### config.mk
export PLATFORM = sky130hd
export DESIGN_NAME = alu_rr_scheduler
export DESIGN_NICKNAME = d
export VERILOG_FILES = /design/src/rtl/alu_rr_scheduler.sv
export SDC_FILE = /design/constraint.sdc
export NUM_CORES = 1
export LEC_CHECK = 0
export ABC_AREA = 0
export CAP_MARGIN = 20
export CORE_ASPECT_RATIO = 0.5
export CORE_UTILIZATION = 36
export DETAILED_ROUTE_END_ITERATION = 8
export PLACE_DENSITY = 0.89
export SYNTH_ARGS = -nofsm -noshare
export SYNTH_HDL_FRONTEND = slang
export SYNTH_SLANG_ARGS = --single-unit
### constraint.sdc
create_clock -name clk -period 1.6 [get_ports clk]
set_input_delay 0.24 -clock clk [delete_from_list [all_inputs] [get_ports clk]]
set_output_delay 0.24 -clock clk [all_outputs]
set_load 0.03 [all_outputs]
### src/rtl/alu_rr_scheduler.sv
// alu_rr_scheduler: round-robin sharing of one external combinational ALU between two requesters
//   clk, rst_n (sync, active-low)
//   req_valid0/1, req_ready0/1, req_a0/1, req_b0/1, req_sel0/1 : requester handshake and operands
//   rsp_valid0/1, rsp_data   : one-cycle result pulse to the issuing requester; rsp_data holds otherwise
//   alu_a, alu_b, alu_sel    : registered ALU drive; alu_result : ALU output
//   busy                     : high while an operation is in flight
//   Optional (ALU_RR_SCHEDULER_STATS_EN): op_cnt0/op_cnt1 count delivered responses per requester
module alu_rr_scheduler #(
    parameter int WIDTH   = 16,
    parameter int SEL_W   = 4,
    parameter int ALU_LAT = 1
) (
    input  logic             clk,
    input  logic             rst_n,
    input  logic             req_valid0,
    input  logic             req_valid1,
    output logic             req_ready0,
    output logic             req_ready1,
    input  logic [WIDTH-1:0] req_a0,
    input  logic [WIDTH-1:0] req_a1,
    input  logic [WIDTH-1:0] req_b0,
    input  logic [WIDTH-1:0] req_b1,
    input  logic [SEL_W-1:0] req_sel0,
    input  logic [SEL_W-1:0] req_sel1,
    output logic             rsp_valid0,
    output logic             rsp_valid1,
    output logic [WIDTH-1:0] rsp_data,
    output logic [WIDTH-1:0] alu_a,
    output logic [WIDTH-1:0] alu_b,
    output logic [SEL_W-1:0] alu_sel,
    input  logic [WIDTH-1:0] alu_result,
`ifdef ALU_RR_SCHEDULER_STATS_EN
    output logic [15:0]      op_cnt0,
    output logic [15:0]      op_cnt1,
`endif
    output logic             busy
);
    localparam int CW = $clog2(ALU_LAT) + 1;
    localparam logic IDLE = 1'b0;
    localparam logic EXEC = 1'b1;

    logic          state, last_grant, owner, grant, hs;
    logic [CW-1:0] cnt;

    // On contention the requester that did not win last time gets the ALU
    assign grant      = (req_valid0 && req_valid1) ? ~last_grant : req_valid1;
    assign req_ready0 = (state == IDLE) && req_valid0 && !grant;
    assign req_ready1 = (state == IDLE) && req_valid1 && grant;
    assign hs         = req_ready0 || req_ready1;
    assign busy       = (state == EXEC);

    always_ff @(posedge clk) begin
        if (!rst_n) begin
            state      <= IDLE;
            last_grant <= 1'b1;
            owner      <= 1'b0;
            cnt        <= '0;
            alu_a      <= '0;
            alu_b      <= '0;
            alu_sel    <= '0;
            rsp_data   <= '0;
            rsp_valid0 <= 1'b0;
            rsp_valid1 <= 1'b0;
`ifdef ALU_RR_SCHEDULER_STATS_EN
            op_cnt0    <= '0;
            op_cnt1    <= '0;
`endif
        end else begin
            rsp_valid0 <= 1'b0;
            rsp_valid1 <= 1'b0;
            if (state == IDLE) begin
                if (hs) begin
                    alu_a      <= grant ? req_a1 : req_a0;
                    alu_b      <= grant ? req_b1 : req_b0;
                    alu_sel    <= grant ? req_sel1 : req_sel0;
                    owner      <= grant;
                    last_grant <= grant;
                    state      <= EXEC;
                    cnt        <= '0;
                end
            end else begin
                cnt <= cnt + CW'(1);
                // Operands have been stable for ALU_LAT cycles: capture and return the result
                if (cnt == CW'(ALU_LAT - 1)) begin
                    rsp_data   <= alu_result;
                    rsp_valid0 <= !owner;
                    rsp_valid1 <= owner;
                    state      <= IDLE;
`ifdef ALU_RR_SCHEDULER_STATS_EN
                    op_cnt0    <= op_cnt0 + {15'd0, !owner};
                    op_cnt1    <= op_cnt1 + {15'd0, owner};
`endif
                end
            end
        end
    end
endmodule
Word level (Yosys, flattened, before mapping)
Index checks and enable logic that the tools add are counted.
{"block": "totals", "word_cells": 36, "ff_bits": 58, "inputBits": 92, "output_inout_bits": 57}
{"block": "op_classes", "n_reduce_logical": 12, "bitwise_logic": 4, "n_addsub": 1, "mux": 9}
{"op": "$mux W16", "count": 2}
{"op": "$mux W1", "count": 6}
{"op": "$logic_and A1 B1 Y1", "count": 5}
{"op": "$mux W4", "count": 1}
{"op": "$not A1 Y1", "count": 4}
{"op": "$reduce_and A2 Y1", "count": 2}
{"op": "$reduce_or A3 Y1", "count": 1}
{"op": "$logic_not A1 Y1", "count": 2}
{"op": "$reduce_bool A2 Y1", "count": 1}
{"op": "$add A1 B1 Y1 const B", "count": 1}
{"op": "$logic_or A1 B1 Y1", "count": 1}

Longest topological paths before layout
{"block": "depth", "word_depth": 7, "depth_mapped": 5, "ltp_nobuf": 3}

Worst setup path before layout
OpenSTA, ideal clock, no wires.
{"block": "synth_timing", "path_type": "reg-to-reg", "from": "register state (netlist: busy)", "to": "register state (netlist: busy)", "required_time_ns": 1.484, "setup_time_ns": 0.116, "t_arrival_ns": 1.255, "slack_ns": 0.229, "synth_period_minus_slack_ns": 1.371, "path_buffers": 2, "stages_incl_launch_ff": 5, "path_cell_list": "dfxtp_1 -> o21ba_2 -> buf_6 -> buf_6 -> o211a_1"}
{"block": "synth_between", "elab_chain_cells": 6, "elab_cells_between_ends": 8, "cone_classes": "mux: 2; bitwise: 1; reduce/logical: 5"}
{"element": "start: declaration", "line_no": "42", "source": "logic state, last_grant, owner, grant, hs;"}
{"element": "start signal: assignment", "line_no": "54", "source": "state <= IDLE;"}
{"element": "start signal: assignment", "line_no": "78", "source": "state <= EXEC;"}
{"element": "start signal: assignment", "line_no": "88", "source": "state <= IDLE;"}
{"element": "$not A1 Y1 (no line)"}
{"element": "$logic_and A1 B1 Y1 (on tied branches) (2 in series)", "line_no": "47, 48"}
{"element": "$logic_or A1 B1 Y1", "line_no": "49", "source": "assign hs = req_ready0 || req_ready1;"}
{"element": "$mux W1", "line_no": "72", "source": "if (hs) begin"}
{"element": "$mux W1 (*)", "line_no": "71", "source": "if (state == IDLE) begin"}
Mark *: on every way between the ends. The rest lies on a longest branch, timed or not.
A chain may end at the register's enable or synchronous reset.

Worst setup path after layout
{"block": "layout_timing", "from": "register alu_b[7]", "to": "output port alu_b[7]"}
{"element": "start: declaration", "line_no": "29", "source": "output logic [WIDTH-1:0] alu_b,"}
{"element": "start signal: assignment", "line_no": "74", "source": "alu_b <= grant ? req_b1 : req_b0;"}
No word-level cell between the ends.

==> reports/metrics.yaml <==
io_buffers: 148
synth_commonest_cells: "nand2_1, dfxtp_1, a31oi_1"
synth_top_area_cell: "dfxtp_1"
required_ns: 1.36
grt_pass1_wl_mm: 11.5
synth_top_area_share_pct: 49.3
grt_max_degree: 59
fillerInstances: 459
reg2reg_depth: 5
hold_buffers: 0
worstSetupEndpointType: "primary output"
io_pins: 149
antenna_cells: 0
synth_top_family_by_area: "compound AO/OA/AOI/OAI gates"
worstSetupStartpoint: "alu_b[7]$_SDFFE_PN0P_"
gp_congestion: 0.791
total_power_mw: 4.98
grtUsageTotal_pct: 21.8
grt-ovfl-total: 0
async_flop_share_pct: 0
dpl_worst_slack_ns: 0.0144
fin_setup_tns_ns: 0
cp_num_cells: 1
cp.buffers_inverters: 1
htreeDepth: 3
grt_pass1_vias: 2538
die_w_um: 116
worst_ep_arrival_time_ns: 1.33
synth.net_count: 386
yosysMostFrequentCell: "nand2_1"
synth_mux_area_share_pct: 0
dr.pass1.iters: 4
hpwl_mm: 4.92
ant_nets: 0
placed_area_um2: 3920
rows: 20
final_cells: 529
syn_inst: 294
synth_edf_count: 0
r2r_end: "alu_a[6]$_SDFFE_PN0P_"
clock-root-buffer: "clkbuf_16"
synth_compound_area_share_pct: 25.5
synthFlopType: "dfxtp_1"
crit_path_max_incr_delay_ns: 0.69
drv_cap: 0
startpoint_type: "flop"
drc_errors: 0
finalClockSkew_ns: 0.00270
dieArea_um2: 6890
cts_sinks: 58
crit_end: "alu_b[7]"
synth.distinct_cells: 24
r2r_start: "busy$_SDFF_PN0_"
hold_viol: 0
p_leak_nw: 2.04
layout_setup_ws_ns: 0.0335
antenna_found_initial: 0
timing.hold.ws_ns: 0.328
path_class: "flop to primary output"
core_um2: 6180
slew_viol_final: 0
vias: 2589
crit_chain: "clkdlybuf4s50_1"
synth-seq-area-share_pct: 49.3
drt_iter0_markers: 148
crit_family: "buffers and inverters"
synth.area.top_cells: "dfxtp_1, nand2_1, a31oi_1"
cts_buffer_depth: 2
viasPerCell: 4.89
r2r_slack_ns: 0.26
period_minus_slack_ns: 1.57
synthSimpleGateAreaFrac_pct: 19.2
final_area_um2: 4290
clk_pin_slew_worst_paths_ns: 0.05
final_core_util_pct: 69.5
cp_max_fo: 2
initial_core_util_pct: 38.1
slowest_stage: "clkdlybuf4s50_1"
rsz0062_at_grt: "false"
netlist_area_um2: 2350
wl_mm: 7.11
outcome: "finished clean"
ir_drop_mv: 0.671
avgRoutedWirePerCell_um: 13.4
synthXorXnorAreaFrac_pct: 0
syn_area_per_cell_um2: 8.01
dpl.cell_count: 514
max_freq_ghz: 0.638
powerDensity_nw_per_um2: 1160
synth_seq_cells: 58
post-route-period-util_pct: 97.9
synthAdderAreaFrac_pct: 0
worst_pin_slew_ns: 0.649
numCtsBuffers: 9
syn2layout_area_growth_pct: 82.4
hp-class: "primary input to flop"
clk_latency_ns: 0.32
max_slew_margin_pct: 56.7
cts_tree: "yes"
setup_viol: 0
layout-drive-gt1-share_pct: 6.80
yosysWarnings: 0
die_h_um: 59.2
final_nets: 529
## placed cells by master (no fill, tap or decap), types with 2 or more instances in the layout
master and count:
a21boi_0 8, a21boi_1 8, a31oi_1 36, buf_12 5, buf_4 6, clkbuf_16 9
clkbuf_8 3, clkdlybuf4s50_1 117, dfxtp_1 58, dlygate4sd2_1 2, dlymetal6s2s_1 26, nand2_1 107
nand2b_1 2, nor2_1 2, o21ai_0 14, o21ai_1 22
## cell families (layout without fill, tap and decap cells)
family | Yosys count | after routing
and+or+nand+nor | 116 | 116
buffers and inverters | 25 | 172
AOI/OAI and AO/OA | 95 | 95
DFF | 58 | 58
## sequential cells by signal (all words and copies together), names as in the netlist
name,flops
alu_a,16
rsp_valid0,1
alu_b,16
cnt,1
rsp_data,16
alu_sel,4
last_grant,1
rsp_valid1,1
owner,1
busy,1
## worst min path at each step
stage / start / endpoint / slack (ns) / cells past startpoint
floorplan: alu_result[10] / rsp_data[10]$_SDFFE_PN0P_ / 0.37 / 2
global route: rst_n / last_grant$_SDFFE_PN1P_ / 0.35 / 3
detailed placement: owner$_SDFFE_PN0P_ / rsp_valid0$_SDFF_PP0_ / 0.43 / 1
finish: rst_n / last_grant$_SDFFE_PN1P_ / 0.33 / 3
global placement: owner$_SDFFE_PN0P_ / rsp_valid0$_SDFF_PP0_ / 0.44 / 1
CTS: rst_n / last_grant$_SDFFE_PN1P_ / 0.32 / 3
## layout make-up
type / count / area (um^2) / area share (%)
multi-input combinational: 211 / 1050 / 24.5
timing repair buffer: 157 / 1660 / 38.8
clock inverter: 2 / 35.0 / 0.816
clock buffer: 13 / 270 / 6.29
tap: 88 / 110 / 2.56
sequential: 58 / 1160 / 27.0
## timing repair
item                                    4_1_cts  5_1_grt
setup buffers                                 0        0
endpoints found under the setup margin        2       26
gates cloned                                  0        0
pin swaps                                     0        0
resized for setup                             2       27
## routing by layer
metal  GRT usage (%)  part of all wire, %  vias up
met2            38.9                   51       85
met5               0                    0        -
li1                -                    -     1292
met3            6.85                  4.9       26
met1            23.6                   40     1186
met4            11.9                  3.4        0
## where the power goes
| group | internal, mW | switching, mW |
|---|---|---|
| registers | 1.62 | 0.0819 |
| clock network | 1.32 | 0.589 |
| logic | 0.637 | 0.734 |
| total | 3.57 | 1.41 |
No activity file was read; power rests on OpenSTA's default activity.
